<file path="src/rtl/global_history_pht_if.sv">
// ----------------------------------------------------------------------------
// global_history_pht_if
//
// Purpose:
//   Groups the lookup, speculative-history, training and status signals of
//   the gshare direction predictor into one bundle. The fetch/decode/resolve
//   side of the pipeline uses the master modport. The predictor uses the
//   slave modport.
//
// Signals:
//   pcF          fetch-stage PC used for the combinational lookup
//   pred_takenF  predicted direction for pcF
//   pred_idxF    PHT index used for this lookup (travels down the pipe)
//   pred_ghrF    speculative GHR used for this lookup (travels down the pipe)
//   spec_en      branch in decode advancing this cycle
//   spec_taken   that branch's predicted direction
//   res_en       branch resolved this cycle
//   res_idx      PHT index carried with the resolved branch
//   res_ghr      GHR carried with the resolved branch (pre-shift)
//   res_taken    actual direction of the resolved branch
//   res_mispred  actual != predicted, qualified by res_en
//   ready        high once the PHT initialisation sweep has finished
//   mispred_cnt  saturating count of qualified mispredicts
// ----------------------------------------------------------------------------
interface global_history_pht_if #(
    parameter int IDX_BITS = 8,
    parameter int GHR_BITS = 8,
    parameter int CNT_BITS = 16
);
    logic [31:0]         pcF;
    logic                pred_takenF;
    logic [IDX_BITS-1:0] pred_idxF;
    logic [GHR_BITS-1:0] pred_ghrF;
    logic                spec_en;
    logic                spec_taken;
    logic                res_en;
    logic [IDX_BITS-1:0] res_idx;
    logic [GHR_BITS-1:0] res_ghr;
    logic                res_taken;
    logic                res_mispred;
    logic                ready;
    logic [CNT_BITS-1:0] mispred_cnt;

    modport master (
        output pcF,
        output spec_en,
        output spec_taken,
        output res_en,
        output res_idx,
        output res_ghr,
        output res_taken,
        output res_mispred,
        input  pred_takenF,
        input  pred_idxF,
        input  pred_ghrF,
        input  ready,
        input  mispred_cnt
    );

    modport slave (
        input  pcF,
        input  spec_en,
        input  spec_taken,
        input  res_en,
        input  res_idx,
        input  res_ghr,
        input  res_taken,
        input  res_mispred,
        output pred_takenF,
        output pred_idxF,
        output pred_ghrF,
        output ready,
        output mispred_cnt
    );
endinterface

</file>
<file path="src/rtl/global_history_pht.sv">
// ----------------------------------------------------------------------------
// global_history_pht
//
// Purpose:
//   Gshare direction predictor for the fetch-stage PC select. The fetch PC is
//   XORed with a speculative global history register (GHR) to index a table
//   of 2-bit saturating counters (PHT). The lookup is combinational. The GHR
//   shifts speculatively as branches leave decode. It is rebuilt from the
//   history carried with a resolved branch when that branch mispredicted.
//   After reset the PHT is swept to "weakly not-taken", one entry per cycle,
//   before predictions are enabled.
//
// Ports:
//   clk   clock; all state updates on the rising edge
//   rst   synchronous reset, active-low (rst == 0 resets)
//   bus   global_history_pht_if.slave
//           lookup : pcF -> pred_takenF, pred_idxF, pred_ghrF
//           decode : spec_en, spec_taken
//           resolve: res_en, res_idx, res_ghr, res_taken, res_mispred
//           status : ready, mispred_cnt
//
// GHR_BITS must be at least 2 and no larger than IDX_BITS.
// ----------------------------------------------------------------------------
module global_history_pht #(
    parameter int IDX_BITS = 8,
    parameter int GHR_BITS = 8,
    parameter int CNT_BITS = 16
) (
    input  logic                 clk,
    input  logic                 rst,
    global_history_pht_if.slave  bus
);
    localparam int ENTRIES = 1 << IDX_BITS;

    typedef enum logic {
        ST_INIT,
        ST_RUN
    } state_t;

    state_t              state_q;
    state_t              state_d;
    logic [IDX_BITS-1:0] ptr_q;
    logic [IDX_BITS-1:0] ptr_d;
    logic [GHR_BITS-1:0] ghr_q;
    logic [GHR_BITS-1:0] ghr_d;
    logic [CNT_BITS-1:0] cnt_q;
    logic [CNT_BITS-1:0] cnt_d;

    logic [1:0]          pht [ENTRIES];

    logic                run;
    logic [IDX_BITS-1:0] lookup_idx;
    logic [1:0]          train_old;
    logic [1:0]          train_new;
    logic                mispredict;

    // Only PC bits [IDX_BITS+1:2] take part in indexing.
    logic                unused_pc_bits;
    assign unused_pc_bits = ^{bus.pcF[31:IDX_BITS+2], bus.pcF[1:0]};

    assign run = (state_q == ST_RUN);

    // The GHR is zero-extended up to the index width before the XOR.
    assign lookup_idx = bus.pcF[IDX_BITS+1:2] ^ IDX_BITS'(ghr_q);

    // The PHT holds uninitialised entries until the sweep completes.
    // Gating with run keeps the prediction at not-taken until then.
    assign bus.pred_takenF = run & pht[lookup_idx][1];
    assign bus.pred_idxF   = lookup_idx;
    assign bus.pred_ghrF   = ghr_q;
    assign bus.ready       = run;
    assign bus.mispred_cnt = cnt_q;

    assign mispredict = bus.res_en & bus.res_mispred;

    // Saturating counter update for the resolved branch's entry.
    always_comb begin
        train_old = pht[bus.res_idx];
        train_new = train_old;
        if (bus.res_taken) begin
            if (train_old != 2'b11) begin
                train_new = train_old + 2'd1;
            end
        end else begin
            if (train_old != 2'b00) begin
                train_new = train_old - 2'd1;
            end
        end
    end

    // Next-state logic. A mispredict flushes the younger branch in decode,
    // so the repaired history wins over a same-cycle speculative shift.
    always_comb begin
        state_d = state_q;
        ptr_d   = ptr_q;
        ghr_d   = ghr_q;
        cnt_d   = cnt_q;
        case (state_q)
            ST_INIT: begin
                ptr_d = ptr_q + IDX_BITS'(1);
                if (ptr_q == IDX_BITS'(ENTRIES - 1)) begin
                    state_d = ST_RUN;
                end
            end
            ST_RUN: begin
                if (mispredict) begin
                    ghr_d = {bus.res_ghr[GHR_BITS-2:0], bus.res_taken};
                    if (cnt_q != {CNT_BITS{1'b1}}) begin
                        cnt_d = cnt_q + CNT_BITS'(1);
                    end
                end else if (bus.spec_en) begin
                    ghr_d = {ghr_q[GHR_BITS-2:0], bus.spec_taken};
                end
            end
            default: begin
                state_d = ST_INIT;
            end
        endcase
    end

    always_ff @(posedge clk) begin
        if (!rst) begin
            state_q <= ST_INIT;
            ptr_q   <= '0;
            ghr_q   <= '0;
            cnt_q   <= '0;
        end else begin
            state_q <= state_d;
            ptr_q   <= ptr_d;
            ghr_q   <= ghr_d;
            cnt_q   <= cnt_d;
        end
    end

    // The table is not reset directly. The sweep rewrites every entry after
    // each reset. A lookup in a training cycle sees the old counter, because
    // the new value lands at the clock edge.
    always_ff @(posedge clk) begin
        if (rst) begin
            if (state_q == ST_INIT) begin
                pht[ptr_q] <= 2'b01;
            end else if (bus.res_en) begin
                pht[bus.res_idx] <= train_new;
            end
        end
    end

endmodule
</file>
<file path="src/flat_wrapper.sv">
// flat-port wrapper written by rule: the top's interface ports become plain ports
module global_history_pht_flat 
#(
    parameter int IDX_BITS = 8,
    parameter int GHR_BITS = 8,
    parameter int CNT_BITS = 16
)
  (clk, rst, bus_pcF, bus_spec_en, bus_spec_taken, bus_res_en, bus_res_idx, bus_res_ghr, bus_res_taken, bus_res_mispred, bus_pred_takenF, bus_pred_idxF, bus_pred_ghrF, bus_ready, bus_mispred_cnt);
  global_history_pht_if #(.IDX_BITS(IDX_BITS), .GHR_BITS(GHR_BITS), .CNT_BITS(CNT_BITS)) bus_i ();
  input  logic clk;
  input  logic rst;
  input wire logic [$bits(bus_i.pcF)-1:0] bus_pcF;
  input wire logic [$bits(bus_i.spec_en)-1:0] bus_spec_en;
  input wire logic [$bits(bus_i.spec_taken)-1:0] bus_spec_taken;
  input wire logic [$bits(bus_i.res_en)-1:0] bus_res_en;
  input wire logic [$bits(bus_i.res_idx)-1:0] bus_res_idx;
  input wire logic [$bits(bus_i.res_ghr)-1:0] bus_res_ghr;
  input wire logic [$bits(bus_i.res_taken)-1:0] bus_res_taken;
  input wire logic [$bits(bus_i.res_mispred)-1:0] bus_res_mispred;
  output wire logic [$bits(bus_i.pred_takenF)-1:0] bus_pred_takenF;
  output wire logic [$bits(bus_i.pred_idxF)-1:0] bus_pred_idxF;
  output wire logic [$bits(bus_i.pred_ghrF)-1:0] bus_pred_ghrF;
  output wire logic [$bits(bus_i.ready)-1:0] bus_ready;
  output wire logic [$bits(bus_i.mispred_cnt)-1:0] bus_mispred_cnt;
  assign bus_i.pcF = bus_pcF;
  assign bus_i.spec_en = bus_spec_en;
  assign bus_i.spec_taken = bus_spec_taken;
  assign bus_i.res_en = bus_res_en;
  assign bus_i.res_idx = bus_res_idx;
  assign bus_i.res_ghr = bus_res_ghr;
  assign bus_i.res_taken = bus_res_taken;
  assign bus_i.res_mispred = bus_res_mispred;
  assign bus_pred_takenF = bus_i.pred_takenF;
  assign bus_pred_idxF = bus_i.pred_idxF;
  assign bus_pred_ghrF = bus_i.pred_ghrF;
  assign bus_ready = bus_i.ready;
  assign bus_mispred_cnt = bus_i.mispred_cnt;
  global_history_pht #(.IDX_BITS(IDX_BITS), .GHR_BITS(GHR_BITS), .CNT_BITS(CNT_BITS)) u_core (.clk(clk), .rst(rst), .bus(bus_i));
endmodule
</file>
<file path="config.mk">
export PLATFORM = sky130hd
export DESIGN_NAME = global_history_pht_flat
export DESIGN_NICKNAME = d
export VERILOG_FILES = /design/src/rtl/global_history_pht_if.sv /design/src/rtl/global_history_pht.sv /design/src/flat_wrapper.sv
export SDC_FILE = /design/constraint.sdc
export NUM_CORES = 1
export LEC_CHECK = 0
export BUFFER_PORTS_ARGS = -buffer_cell sky130_fd_sc_hd__buf_4
export CORE_ASPECT_RATIO = 1.25
export CORE_MARGIN = 2
export CORE_UTILIZATION = 50
export DETAILED_ROUTE_END_ITERATION = 12
export PLACE_DENSITY = 0.75
export SYNTH_ARGS = -nofsm -noshare
export SYNTH_HDL_FRONTEND = slang
export SYNTH_SLANG_ARGS = --single-unit
</file>
<file path="constraint.sdc">
create_clock -name clk -period 15.46 [get_ports clk]
set_input_delay 3.092 -clock clk [delete_from_list [all_inputs] [get_ports clk]]
set_output_delay 3.092 -clock clk [all_outputs]
set_load 0.02 [all_outputs]
</file>
======== Word-level counts from Yosys, hierarchy flattened ========
Memory sizes are Yosys's and may differ from the RTL's.
Index checks and enable logic that the tools add are counted.
word-level totals
  bits in writable memories ............... 512
  word-level logic and storage cells ...... 37
  output and inout bits ................... 34
  register bits ........................... 33
  bits of input ports ..................... 55
  memories ................................ 1
memories
  memory      depth  width  read ports  clocked after memory_dff  wr ports  line                      RTL
  u_core.pht  256    2      2           0                         1         global_history_pht.sv:49  logic [1:0] pht [ENTRIES];
operators by class
  reduce and logical (&&, ||, !) cells .... 5
  eq/ne operators ......................... 3
  bitwise gates (word level) .............. 3
  muxes and demuxes ....................... 17
  add/subtract/negate cells ............... 4
operators with widths
  cell                     count
  $mux W8                  3
  $add A16 B1 Y16 const B  1
  $ne A16 B16 Y1 const B   1
  $mux W1                  10
  $add A8 B1 Y8 const B    1
  $eq A8 B8 Y1 const B     1
  $mux W2                  4
  $xor A8 B8 Y8            1
  $reduce_bool A2 Y1       2
  $reduce_and A3 Y1        1
  $add A2 B1 Y2 const B    1
  $and A1 B1 Y1            2
  $ne A2 B2 Y1 const B     1
  $reduce_and A2 Y1        1
  $reduce_or A2 Y1         1
  $sub A2 B1 Y2 const B    1

======== Longest topological paths before layout ========
  depth after elaboration ................. 6
  gate-level depth with buffers ........... 13
  depth with buffers taken out ............ 9

======== Worst setup path before layout ========
Ideal clock, no wire load.
  path kind ............................... input to register
  from .................................... input port bus_res_idx[0]
  to ...................................... memory u_core.pht[0][1] (data pin)
  stages on the path ...................... 13
  setup time .............................. 1574 ps
  arrival ................................. 11852 ps
  path slack .............................. 2034 ps
  data required time ...................... 13886 ps
  cell sequence ........................... buf_4 -> buf_6 -> buf_6 -> buf_6 -> buf_6 -> mux2i_1 -> o221ai_1 -> a21oi_1 -> o311ai_0 -> nand2_1 -> o32ai_1 -> o21ai_1 -> a21oi_1
on the way
  cells in the longest elaborated chain, start to end .. 5
RTL lines
  item                                         line                                                RTL
  from (decl)                                  flat_wrapper.sv:16                                  input wire logic [$bits(bus_i.res_idx)-1:0] bus_res_idx;
  $mem_v2 Z256 W2 *                            n/a
  $sub A2 B1 Y2, or another cell as far along  global_history_pht.sv:86                            train_new = train_old - 2'd1;
  $mux W2 (on tied branches)                   global_history_pht.sv:85, global_history_pht.sv:81
  $mux W2 *                                    global_history_pht.sv:80                            if (bus.res_taken) begin
  $mux W2 (no source line) *                   n/a
  to (decl)                                    global_history_pht.sv:49
Every way passes the cells marked *; elsewhere a longest branch is shown, timed or not.

======== Worst setup path in the final report ========
  from .................................... input port bus_pcF[2]
  to ...................................... output port bus_pred_takenF
on the way
  cells in the longest elaborated chain, start to end .. 3
RTL lines
  item             line                      RTL
  from (decl)      flat_wrapper.sv:12        input wire logic [$bits(bus_i.pcF)-1:0] bus_pcF;
  $xor A8 B8 Y8    global_history_pht.sv:64  assign lookup_idx = bus.pcF[IDX_BITS+1:2] ^ IDX_BITS'(ghr_q);
  $mem_v2 Z256 W2  n/a
  $and A1 B1 Y1    global_history_pht.sv:68  assign bus.pred_takenF = run & pht[lookup_idx][1];
  to (decl)        flat_wrapper.sv:20        output wire logic [$bits(bus_i.pred_takenF)-1:0] bus_pred_takenF;
No other way between the ends.

==> results.sh <==
export IMPL_worst_setup_path_start_kind="input port"
export IMPL_total_power_uw=2960
export IMPL_fin_setup_tns_ns=0
export IMPL_cts_tree="yes"
export IMPL_grt_setup_unrepaired="false"
export IMPL_post_synth_cell_area_avg_sq_um=15.8
export IMPL_buffer_ports_inserted=63
export IMPL_grt_pass1_wl_microns=92600
export IMPL_cts_hold_fix_buffers=0
export IMPL_dieArea_sq_mm=0.0517
export IMPL_r2r_setup_slack_ns=10.82
export IMPL_hold_start="u_core.bus.mispred_cnt[1]$_SDFFE_PN0P_"
export IMPL_grt_remaining_overflow=0
export IMPL_post_route_period_util=0.654
export IMPL_peakVddDrop_mv=0.0725
export IMPL_grtUsageTotal=0.245
export IMPL_detail_route_wl_per_cell_microns=27.5
export IMPL_largest_net_degree_at_the_start_of_global_routing=105
export IMPL_timing_fmax_mhz=98.8
export IMPL_hold_viol_final=0
export IMPL_syn_instance_count=1574
export IMPL_worst_ep_required_time_ns=12.37
export IMPL_static_leakage_power_uw=0.00903
export IMPL_power_density_mw_per_mm2=108
export IMPL_placeableCoreArea_sq_mm=0.0493
export IMPL_route_vias_total=14900
export IMPL_clk_latency_ns=0.59
export IMPL_area_growth_pct=10.2
export IMPL_ctsLongestPathBuffers=3
export IMPL_cell_depth_of_the_worst_flop_to_flop_path=10
export IMPL_cp_common_cell="sky130_fd_sc_hd__buf_4"
export IMPL_synth_async_reset_ratio=0
export IMPL_synth_ff_latch_count=545
export IMPL_holdPathEnd="u_core.bus.mispred_cnt[1]$_SDFFE_PN0P_"
export IMPL_fp_row_count=91
export IMPL_max_cap_viol_count=0
export IMPL_cts_sink_count=545
export IMPL_cts_buffers_inserted=52
export IMPL_num_nets_final=1653
export IMPL_routed_via_density=6.53
export IMPL_worst_endpoint_arrival_ns=7.03
export IMPL_starting_density_of_the_core=0.506
export IMPL_worst_hold_path_num_cells=2
export IMPL_synth_edff_count=512
export IMPL_reg2reg_from="u_core.pht[47][0]$_DFFE_PP_"
export IMPL_yosysWarnings=0
export IMPL_critPathSlowestCell="sky130_fd_sc_hd__buf_4"
export IMPL_finalCriticalPeriod_ns=10.12
export IMPL_drv_slew=0
export IMPL_initial_antenna_violation_count=3
export IMPL_grt_pass1_vias=14900
export IMPL_cell_type_with_the_highest_aggregate_area_in_the_netlist="sky130_fd_sc_hd__edfxtp_1"
export IMPL_synth_area_sq_mm=0.0249
export IMPL_most_frequent_cells_in_the_layout="512 x sky130_fd_sc_hd__edfxtp_1, 273 x sky130_fd_sc_hd__nor2_1, 193 x sky130_fd_sc_hd__mux4_2"
export IMPL_routed_wl_microns=62900
export IMPL_post_cts_setup_buffers=0
export IMPL_gp_congestion=0.901
export IMPL_clockRootBuffer="sky130_fd_sc_hd__clkbuf_16"
export IMPL_cells_taking_the_most_area_after_synthesis="sky130_fd_sc_hd__edfxtp_1 62%, sky130_fd_sc_hd__mux4_2 17%, sky130_fd_sc_hd__nor2_1 4.1%"
export IMPL_yosys_cell_types_count=54
export IMPL_place_worst_setup_slack_ns=5.28
export IMPL_detailedRoute_firstIterationViolations=1826
export IMPL_report_final_setup_viol=0
export IMPL_ios=89
export IMPL_htree_levels=2
export IMPL_cp_cell_sequence="buf_4 > xor2_4 > buf_4 > buf_4 > mux4_2 > mux4_2 > a21oi_1 > a21oi_1 > nor4b_1 > nor2_1 > o211a_1 > buf_4"
export IMPL_outcome="complete, no violations"
export IMPL_clock_pin_slew_reported_for_the_worst_setup_and_hold_paths_after_clock_tree_synthesis_ns=0.06
export IMPL_postRouteAntennaNets=0
export IMPL_fin_util=0.557
export IMPL_mostFrequentLayoutCell="sky130_fd_sc_hd__edfxtp_1"
export IMPL_postSynth_topFlopCell="sky130_fd_sc_hd__edfxtp_1"
export IMPL_synth_top_area_frac=0.617
export IMPL_die_x_microns=204
export IMPL_fin_skew_ns=0.0200
export IMPL_worst_path_max_fanout=39
export IMPL_post_dp_hpwl_microns=38100
export IMPL_min_path_type="reg -> reg"
export IMPL_worst_setup_path_end_kind="output port"
export IMPL_setup_ws_ns=5.34
export IMPL_antennaDiodeCount=0
export IMPL_dieHeight_microns=254
export IMPL_final_cell_area_sq_mm=0.0275
export IMPL_detailedRoute_firstPassIterationCount=7
export IMPL_max_slew_margin=0.150
export IMPL_cts_resized=0
export IMPL_yosysSeqAreaShare=0.643
export IMPL_synthesis_nets=1631
export IMPL_post_route_drc_count=0
export IMPL_worst_pin_slew_ns=1.27
export IMPL_class_of_the_most_critical_setup_path="in -> out"
export IMPL_drive_above_1_share=0.222
export IMPL_placed_area_sq_mm=0.0259
export IMPL_slowest_delay_ns=0.70
export IMPL_rr_endpoint="u_core.pht[198][1]$_DFFE_PP_"
==> cells by family (layout without fill, tap and decap cells) <==
kind of cell             Yosys count  after routing  share of synthesized area
adder cells (fa/ha/maj)            2              2                    0.00100
XOR/XNOR                          30             30                     0.0108
AND/OR/NAND/NOR                  498            498                     0.0860
AO/OA/AOI/OAI                    124            124                     0.0357
flip-flops                       545            545                      0.643
buffers and inverters            121            183                     0.0244
multiplexers                     254            254                      0.199
==> area by class of cell <==
cell class                      instances  area (sq um)
Clock buffer                           60          1350
Clock inverter                         34           246
Fill cell                            3778         21800
Inverter                                7          26.3
Multi-Input combinational cell        908          8380
Sequential cell                       545         16000
Tap cell                              651           815
Timing Repair Buffer                   82           623
==> worst max path at each step <==
stage	from	endpoint	slack (ns)	cells past startpoint
6_report	bus_pcF[2]	bus_pred_takenF	5.34	12
5_1_grt	bus_pcF[2]	bus_pred_takenF	5.00	12
4_1_cts	bus_pcF[2]	bus_pred_takenF	5.28	10
3_5_place_dp	bus_pcF[2]	bus_pred_takenF	5.28	10
3_3_place_gp	bus_pcF[2]	bus_pred_takenF	5.32	10
2_1_floorplan	bus_res_idx[0]	u_core.pht[0][1]$_DFFE_PP_	2.03	13
==> worst max-delay path: cells and delay by family <==
kind | cells | cell delay, ns
compound gates | 3 | 0.56
xor+xnor | 1 | 0.11
buf+inv | 4 | 1.67
mux | 2 | 1.09
simple gates | 2 | 0.46
==> registers in the layout, summed over array words and instances (netlist names) <==
register                cells
u_core.pht                512
u_core.bus.ready            1
u_core.bus.mispred_cnt     16
u_core.bus.pred_ghrF        8
u_core.ptr_q                8
==> per-stage QoR <==
stage / hold slack (ns) / instances
final: 0.540 / 2287
after global routing: 0.554 / 2287
after CTS: 0.535 / 2287
after detailed placement: 0.524 / 2193
after global placement: 0.525 / 2193
after floorplan: 0.550 / 1574
==> report_power, final <==
| part | internal [uW] | leakage (uW) | switching [uW] | total (uW) |
|---|---|---|---|---|
| logic | 59.3 | 0.00284 | 97.3 | 157 |
| clock network | 674 | 0.000772 | 538 | 1210 |
| registers | 1590 | 0.00542 | 1.63 | 1590 |
==> routing by layer <==
metal  share of wire  global-route usage  wire (microns)  up-vias
li1                -                   -               -     6258
met2            0.50               0.412           31200      916
met3            0.10              0.0457            6550      174
met4           0.045               0.104            2800        4
met1            0.35               0.312           22300     7577
met5         0.00032                   0              20        -
==> cells in the mapped netlist (3+ instances only) <==
cell type	instances
sky130_fd_sc_hd__edfxtp_1	512
sky130_fd_sc_hd__nor2_1	273
sky130_fd_sc_hd__mux4_2	193
sky130_fd_sc_hd__nand2_1	88
sky130_fd_sc_hd__clkbuf_1	68
sky130_fd_sc_hd__mux2i_1	58
sky130_fd_sc_hd__nand3_1	58
sky130_fd_sc_hd__dfxtp_1	33
sky130_fd_sc_hd__a21oi_1	24
sky130_fd_sc_hd__o221ai_1	23
sky130_fd_sc_hd__and2_1	21
sky130_fd_sc_hd__xnor2_1	20
sky130_fd_sc_hd__buf_2	16
sky130_fd_sc_hd__buf_6	15
sky130_fd_sc_hd__o22ai_1	12
sky130_fd_sc_hd__nand3b_1	11
sky130_fd_sc_hd__nand4_1	10
sky130_fd_sc_hd__nor3_1	10
sky130_fd_sc_hd__buf_1	9
sky130_fd_sc_hd__o211a_1	9
sky130_fd_sc_hd__o21ai_0	9
sky130_fd_sc_hd__o31ai_1	9
sky130_fd_sc_hd__xor2_1	9
sky130_fd_sc_hd__buf_4	6
sky130_fd_sc_hd__nor2b_1	6
sky130_fd_sc_hd__nor4_1	6
sky130_fd_sc_hd__inv_1	5
sky130_fd_sc_hd__nand2b_1	5
sky130_fd_sc_hd__a211oi_1	4
sky130_fd_sc_hd__a22oi_1	4
sky130_fd_sc_hd__a31oi_1	4
sky130_fd_sc_hd__o21ai_1	4
sky130_fd_sc_hd__and3_1	3
sky130_fd_sc_hd__mux2_2	3
sky130_fd_sc_hd__o311ai_0	3
sky130_fd_sc_hd__o32ai_1	3
sky130_fd_sc_hd__or3_1	3
(Power assumes the default switching activity.)
